<file path="src/rtl/mem_stage_pkg.sv">
// mem_stage_pkg: encodings and helpers shared by the MEM stage.
//   MEMOP_*   : access size carried on MEMOp.
//   WBDATA_*  : write-back data source carried on mux_WBData.
//   MEMST_*   : MEM-stage FSM state encodings.
//   wb_bundle_t : contents of the MEM/WB register.
//   store_be / store_wdata : byte-lane enables and replicated store data.
//   is_misaligned : alignment check used when MISALIGN_TRAP_EN is defined.
package mem_stage_pkg;

  localparam logic [1:0] MEMOP_BYTE     = 2'd0;
  localparam logic [1:0] MEMOP_HALF     = 2'd1;
  localparam logic [1:0] MEMOP_WORD     = 2'd2;

  localparam logic [1:0] WBDATA_ALU     = 2'd0;
  localparam logic [1:0] WBDATA_MEM     = 2'd1;
  localparam logic [1:0] WBDATA_PCPLUS4 = 2'd2;

  localparam logic [0:0] MEMST_IDLE     = 1'b0;
  localparam logic [0:0] MEMST_WAIT     = 1'b1;

  typedef struct packed {
    logic        valid;
    logic        rfwr;
    logic [4:0]  sel;
    logic [31:0] data;
  } wb_bundle_t;

  // Little-endian byte enables; any op other than byte/half is a word.
  function automatic logic [3:0] store_be(input logic [1:0] op, input logic [1:0] lo);
    case (op)
      MEMOP_BYTE: store_be = 4'b0001 << lo;
      MEMOP_HALF: store_be = lo[1] ? 4'b1100 : 4'b0011;
      default:    store_be = 4'b1111;
    endcase
  endfunction

  // Store data replicated across every lane so the enables alone pick the target.
  function automatic logic [31:0] store_wdata(input logic [1:0] op, input logic [31:0] sd);
    case (op)
      MEMOP_BYTE: store_wdata = {4{sd[7:0]}};
      MEMOP_HALF: store_wdata = {2{sd[15:0]}};
      default:    store_wdata = sd;
    endcase
  endfunction

  function automatic logic is_misaligned(input logic [1:0] op, input logic [1:0] lo);
    case (op)
      MEMOP_BYTE: is_misaligned = 1'b0;
      MEMOP_HALF: is_misaligned = lo[0];
      default:    is_misaligned = (lo != 2'b00);
    endcase
  endfunction

endpackage

</file>
<file path="src/rtl/mem_stage_load_align.sv">
// load_align: extracts a byte/half/word from a little-endian memory word and
// zero- or sign-extends it to 32 bits.
//   rdata_i     : raw word from data memory
//   addr_lo_i   : byte offset of the access (half uses bit 1 only)
//   memop_i     : access size (MEMOP_*)
//   sign_ext_i  : 1 = sign-extend, 0 = zero-extend
//   load_data_o : aligned, extended load value
module load_align
  import mem_stage_pkg::*;
(
  input  logic [31:0] rdata_i,
  input  logic [1:0]  addr_lo_i,
  input  logic [1:0]  memop_i,
  input  logic        sign_ext_i,
  output logic [31:0] load_data_o
);

  logic [7:0]  byte_s;
  logic [15:0] half_s;

  // Lane selection and extension.
  always_comb begin
    byte_s      = 8'd0;
    half_s      = 16'd0;
    load_data_o = rdata_i;
    case (addr_lo_i)
      2'd0:    byte_s = rdata_i[7:0];
      2'd1:    byte_s = rdata_i[15:8];
      2'd2:    byte_s = rdata_i[23:16];
      default: byte_s = rdata_i[31:24];
    endcase
    if (addr_lo_i[1]) begin
      half_s = rdata_i[31:16];
    end else begin
      half_s = rdata_i[15:0];
    end
    case (memop_i)
      MEMOP_BYTE: load_data_o = {{24{sign_ext_i & byte_s[7]}}, byte_s};
      MEMOP_HALF: load_data_o = {{16{sign_ext_i & half_s[15]}}, half_s};
      default:    load_data_o = rdata_i;
    endcase
  end

endmodule

</file>
<file path="src/rtl/mem_stage.sv">
// mem_stage: MEM stage of the five-stage MIPS pipeline.
// Runs a req/ack transaction on the word-wide data memory for loads/stores,
// stalls upstream while it is outstanding, and registers the MEM/WB bundle.
// Ports:
//   clk, rst (sync, active-high)
//   EX/MEM  : in_valid, alu_result, store_data, pc_plus4, MEMWr, MEMOp,
//             loadSignExt, WBSel, RFWr, mux_WBData
//   hold    : mem_stall (combinational)
//   memory  : dmem_req/we/addr/be/wdata out, dmem_rdata/dmem_ack in
//   MEM/WB  : wb_valid, wb_rfwr, wb_sel, wb_data (registered)
//   except  : mem_excp, badvaddr (registered)
// Build option: MISALIGN_TRAP_EN -- when defined, misaligned half/word
// accesses trap instead of being silently aligned down.
module mem_stage
  import mem_stage_pkg::*;
(
  input  logic        clk,
  input  logic        rst,
  input  logic        in_valid,
  input  logic [31:0] alu_result,
  input  logic [31:0] store_data,
  input  logic [31:0] pc_plus4,
  input  logic        MEMWr,
  input  logic [1:0]  MEMOp,
  input  logic        loadSignExt,
  input  logic [4:0]  WBSel,
  input  logic        RFWr,
  input  logic [1:0]  mux_WBData,
  output logic        mem_stall,
  output logic        dmem_req,
  output logic        dmem_we,
  output logic [31:0] dmem_addr,
  output logic [3:0]  dmem_be,
  output logic [31:0] dmem_wdata,
  input  logic [31:0] dmem_rdata,
  input  logic        dmem_ack,
  output logic        wb_valid,
  output logic        wb_rfwr,
  output logic [4:0]  wb_sel,
  output logic [31:0] wb_data,
  output logic        mem_excp,
  output logic [31:0] badvaddr
);

  logic [0:0]  state_q, state_d;
  wb_bundle_t  wb_q, wb_d;
  logic        we_q, sext_q, load_q, rfwr_q;
  logic [31:0] addr_q, wdata_q;
  logic [3:0]  be_q;
  logic [1:0]  memop_q, lo_q;
  logic [4:0]  sel_q;

  logic        mem_op_s, is_load_s, fault_s, accept_s;
  logic [31:0] load_data_s, direct_data_s;

  assign mem_op_s      = in_valid && (MEMWr || (mux_WBData == WBDATA_MEM));
  assign is_load_s     = (mux_WBData == WBDATA_MEM) && !MEMWr;
  assign direct_data_s = (mux_WBData == WBDATA_PCPLUS4) ? pc_plus4 : alu_result;

`ifdef MISALIGN_TRAP_EN
  assign fault_s = mem_op_s && is_misaligned(MEMOp, alu_result[1:0]);
`else
  assign fault_s = 1'b0;
`endif

  assign accept_s  = (state_q == MEMST_IDLE) && mem_op_s && !fault_s;
  // Stall drops in the ack cycle so upstream advances on the same edge.
  assign mem_stall = accept_s || ((state_q == MEMST_WAIT) && !dmem_ack);

  load_align u_load_align (
    .rdata_i     (dmem_rdata),
    .addr_lo_i   (lo_q),
    .memop_i     (memop_q),
    .sign_ext_i  (sext_q),
    .load_data_o (load_data_s)
  );

  // Next state and next MEM/WB contents; a bubble unless something retires.
  always_comb begin
    state_d = state_q;
    wb_d    = '{valid: 1'b0, rfwr: 1'b0, sel: 5'd0, data: 32'd0};
    case (state_q)
      MEMST_IDLE: begin
        if (accept_s) begin
          state_d = MEMST_WAIT;
        end else if (fault_s) begin
          wb_d = '{valid: 1'b1, rfwr: 1'b0, sel: WBSel, data: alu_result};
        end else begin
          wb_d = '{valid: in_valid, rfwr: RFWr && in_valid, sel: WBSel, data: direct_data_s};
        end
      end
      MEMST_WAIT: begin
        if (dmem_ack) begin
          state_d = MEMST_IDLE;
          wb_d    = '{valid: 1'b1, rfwr: load_q && rfwr_q, sel: sel_q,
                      data: load_q ? load_data_s : 32'd0};
        end else begin
          state_d = MEMST_WAIT;
        end
      end
      default: state_d = MEMST_IDLE;
    endcase
  end

  // State and MEM/WB register.
  always_ff @(posedge clk) begin
    if (rst) begin
      state_q <= MEMST_IDLE;
      wb_q    <= '{valid: 1'b0, rfwr: 1'b0, sel: 5'd0, data: 32'd0};
    end else begin
      state_q <= state_d;
      wb_q    <= wb_d;
    end
  end

  // Request fields latched at accept and held stable through WAIT.
  always_ff @(posedge clk) begin
    if (rst) begin
      we_q    <= 1'b0;
      addr_q  <= 32'd0;
      be_q    <= 4'd0;
      wdata_q <= 32'd0;
      memop_q <= 2'd0;
      lo_q    <= 2'd0;
      sext_q  <= 1'b0;
      load_q  <= 1'b0;
      rfwr_q  <= 1'b0;
      sel_q   <= 5'd0;
    end else if (accept_s) begin
      we_q    <= MEMWr;
      addr_q  <= {alu_result[31:2], 2'b00};
      be_q    <= store_be(MEMOp, alu_result[1:0]);
      wdata_q <= store_wdata(MEMOp, store_data);
      memop_q <= MEMOp;
      lo_q    <= alu_result[1:0];
      sext_q  <= loadSignExt;
      load_q  <= is_load_s;
      rfwr_q  <= RFWr && in_valid;
      sel_q   <= WBSel;
    end
  end

  assign dmem_req   = (state_q == MEMST_WAIT);
  assign dmem_we    = we_q;
  assign dmem_addr  = addr_q;
  assign dmem_be    = be_q;
  assign dmem_wdata = wdata_q;

  assign wb_valid = wb_q.valid;
  assign wb_rfwr  = wb_q.rfwr;
  assign wb_sel   = wb_q.sel;
  assign wb_data  = wb_q.data;

`ifdef MISALIGN_TRAP_EN
  logic        excp_q;
  logic [31:0] badvaddr_q;

  // Fault report lasts exactly one cycle.
  always_ff @(posedge clk) begin
    if (rst) begin
      excp_q     <= 1'b0;
      badvaddr_q <= 32'd0;
    end else begin
      excp_q     <= (state_q == MEMST_IDLE) && fault_s;
      badvaddr_q <= ((state_q == MEMST_IDLE) && fault_s) ? alu_result : 32'd0;
    end
  end

  assign mem_excp = excp_q;
  assign badvaddr = badvaddr_q;
`else
  assign mem_excp = 1'b0;
  assign badvaddr = 32'd0;
`endif

endmodule

</file>
<file path="config.mk">
export PLATFORM = sky130hd
export DESIGN_NAME = mem_stage
export DESIGN_NICKNAME = d
export VERILOG_FILES = /design/src/rtl/mem_stage_pkg.sv /design/src/rtl/mem_stage_load_align.sv /design/src/rtl/mem_stage.sv
export SDC_FILE = /design/constraint.sdc
export NUM_CORES = 1
export LEC_CHECK = 0
export CAP_MARGIN = 20
export CORE_ASPECT_RATIO = 0.8
export CORE_MARGIN = 2
export CORE_UTILIZATION = 41
export DETAILED_ROUTE_END_ITERATION = 8
export HOLD_SLACK_MARGIN = 0.15
export PLACE_DENSITY = 0.89
export SLEW_MARGIN = 20
export SYNTH_ARGS = -nofsm -noshare
export SYNTH_HDL_FRONTEND = slang
export SYNTH_SLANG_ARGS = --single-unit
export TNS_END_PERCENT = 5
</file>
<file path="constraint.sdc">
create_clock -name clk -period 2.4 [get_ports clk]
set_clock_uncertainty 0.1 [all_clocks]
set_input_delay 0.48 -clock clk [delete_from_list [all_inputs] [get_ports clk]]
set_output_delay 0.48 -clock clk [all_outputs]
set_load 0.05 [all_outputs]
</file>
==> key figures <==
Place
  • Post-detail-place hpwl: around 15 mm
  • PortBufs: around 250
  • GPL Wtd Cong: just under 0.9

Floorplan
  • Die ar.: ~15000 µm²
  • Starting Density: around two fifths
  • Cell row count: 38
  • Io pins: ~290
  • Die Span Y: around 110 µm
  • CORE AREA: approximately 14000 µm²
  • Die W: 136 µm

Clocking
  • TritonCTS Sinks: between 100 and 150
  • H-tree depth: 4
  • Reg clk slew, reported paths: around 0.06 ns
  • CTS resizes: 0
  • Post-CTS Setup Inserts: 0
  • CTS tree: yes
  • Clock Latency Late Sink: 0.40 ns
  • Max Buffers Root-to-Sink: 2
  • Clock root buffer: clkbuf_16
  • Hold-fix buffers at CTS: 0
  • Cts bufs inserted: 17

Hold path
  • Hold endpoint: dmem_addr[25]$_SDFFE_PP0P_
  • Hold path startpoint: dmem_addr[25]$_SDFFE_PP0P_
  • Worst Hold Class: flop to flop
  • Hold path depth: 2

Critical path
  • Setup crit start kind: flop
  • CP Cell Sequence: clkdlybuf4s50_1
  • Max FO, Critical Path: 7
  • Worst Reg-to-Reg Cells: 4
  • Reg2reg start: lo_q[0]$_SDFFE_PP0P_
  • Buf/Inv on CP: 1
  • Req. time, crit path: 1.82 ns
  • Critical Path End Type: primary output
  • Crit Path Category: flop to primary output
  • Largest delay share family, worst path: buffers and inverters
  • Critical path's largest stage delay: 0.85 ns
  • Worst EP arrival: between 1.5 and 2 ns
  • Reg2Reg Capture Point: wb_data[3]$_SDFF_PP0_
  • R2R Setup Slk: around 0.28 ns
  • Slowest CP cell: clkdlybuf4s50_1

Finish
  • Share of layout cells above drive strength 1: roughly 11%
  • Final Util: between 60% and 70%
  • Area grow syn2layout: 57.3%
  • Antenna diodes: 0
  • Layout Nets: approximately 1000
  • Commonest non-fill, non-tap cell in the layout: clkdlybuf4s50_1
  • Most frequent cells in the layout: clkdlybuf4s50_1, nand2_1, dfxtp_1

Yosys
  • Synth Instances: between 600 and 700
  • Flops & latches, synth: around 120
  • Post-synth EDFFs: 0
  • Post-synthesis cell type count: 44
  • Synth area leaders: dfxtp_1, nand2_1, a21oi_1
  • Synth Cell Area: around 5700 µm²
  • Yosys top cell area share: a little over two fifths
  • Syn_area_per_cell: about 8.6 µm²
  • Ys async rst share: 0%
  • Sequential share of the synthesized area: approximately two fifths
  • Leading area contributor after synthesis: dfxtp_1
  • Top FF cell, synth: dfxtp_1
  • Ys Warns: 0

Detailed routing
  • Drt drc: 0
  • Via Count: ~5800
  • Drt total wl: between 15 and 20 mm
  • Violation count after the first detailed-route iteration: 400
  • Post-DRT Antenna Nets: 0
  • TritonRoute pass-1 iters: 5
  • WL per Instance: between 15 and 20 µm
  • Vias per cell: about 5.3

Power
  • Peak VDD IR: between 0.0004 and 0.0005 V
  • Pwr Density: ~700 nW/µm²
  • Leak: 3.35 nW

Timing
  • Max frequency: between 400 and 500 MHz
  • Worst-Margin Slew: approximately 0.63 ns
  • RSZ-0062 raised after global routing: false
  • Final Cycle Share: approximately 96%
  • Slew Viols, Final: 0
  • Final Setup Violations: 0
  • Rel. slew slack: between 50% and 60%
  • Fin crit period: around 2.3 ns
  • Setup tns final: 0 ns
  • Final hold vios: 0

GRT
  • Pin count of the biggest net entering global routing: between 50 and 60
  • Congestion Overflow GR: 0
  • Antenna violations before repair: 0
  • First-pass GRT wire length: approximately 30 mm
  • Vias in the first global route: about 5600
  • Gr usage total: between 20% and 30%

Job
  • Max-cap violation count: 0

Outcome
  • Status: finished clean
cells in the mapped netlist, types with 13 or more instances:
library cell / count
a211oi_1: 13
a21oi_1: 68
a22oi_1: 22
buf_2: 25
buf_4: 36
clkbuf_1: 27
dfxtp_1: 119
mux2_2: 24
mux2i_1: 34
nand2_1: 128
nor2_1: 30
o21ai_0: 32
o22ai_1: 13
logic make-up after synthesis:
logic type	count (synthesis)	share of synthesized area, %
muxes	58	10.7
buffers and inverters	96	9.53
DFF	119	41.9
and+or+nand+nor	189	14.5
other	1	0.0660
AOI/OAI and AO/OA	200	23.3
per-stage QoR:
| stage | cells | setup slack (ns) | hold slack (ns) | power, mW | area, µm² |
|---|---|---|---|---|---|
| 6_report | 1096 | 0.107 | 0.352 | 6.45 | 8940 |
| 5_1_grt | 1096 | 0.0341 | 0.369 | 6.70 | 8940 |
| 4_1_cts | 1096 | 0.0942 | 0.353 | 6.49 | 8940 |
| 3_5_place_dp | 1064 | 0.000496 | 0.346 | 3.84 | 8330 |
| 3_3_place_gp | 1064 | 0.0987 | 0.341 | 3.82 | 8330 |
| 2_1_floorplan | 697 | 0.192 | 0.336 | 3.21 | 5810 |
metal layers:
layer	routed length, µm	share of wire, %	GRT usage (%)
met1	8180	42	34.0
met2	8950	46	40.7
met3	1920	9.8	8.39
met4	433	2.2	9.60
met5	0	0	0
state kept, by name (all words and copies together) (netlist names):
signal      count
rfwr_q          1
wb_rfwr         1
load_q          1
lo_q            2
wb_data        32
sel_q           5
dmem_wdata     32
dmem_we         1
dmem_req        1
wb_sel          5
dmem_be         4
dmem_addr      30
sext_q          1
wb_valid        1
memop_q         2
power breakdown:
group	total (mW)	leakage, nW	internal [mW]	switching [mW]
Clock	2.64	0.286	1.74	0.905
Sequential	2.17	0.977	2.11	0.0643
Combinational	1.64	2.09	0.632	1.01
Total	6.45	3.35	4.48	1.97
final cells by class:
| class | count | area [µm²] |
|---|---|---|
| clock buffer | 20 | 437 |
| multi-input combinational | 482 | 2920 |
| clock inverter | 12 | 178 |
| inverter | 5 | 18.8 |
| tap | 180 | 225 |
| sequential | 119 | 2380 |
| fill | 1136 | 4610 |
| timing repair buffer | 278 | 2790 |
worst max-delay path by stage:
stage,from,end,slack [ns],cells past startpoint
2_1_floorplan,dmem_req$_SDFF_PP0_,mem_stall,0.19,4
3_3_place_gp,dmem_rdata[15],wb_data[16]$_SDFF_PP0_,0.1,5
3_5_place_dp,dmem_rdata[15],wb_data[16]$_SDFF_PP0_,0.0005,5
4_1_cts,dmem_req$_SDFF_PP0_,dmem_req,0.09,1
5_1_grt,lo_q[0]$_SDFFE_PP0P_,wb_data[3]$_SDFF_PP0_,0.03,4
6_report,dmem_req$_SDFF_PP0_,dmem_req,0.11,1
(Power assumes the default switching activity.)
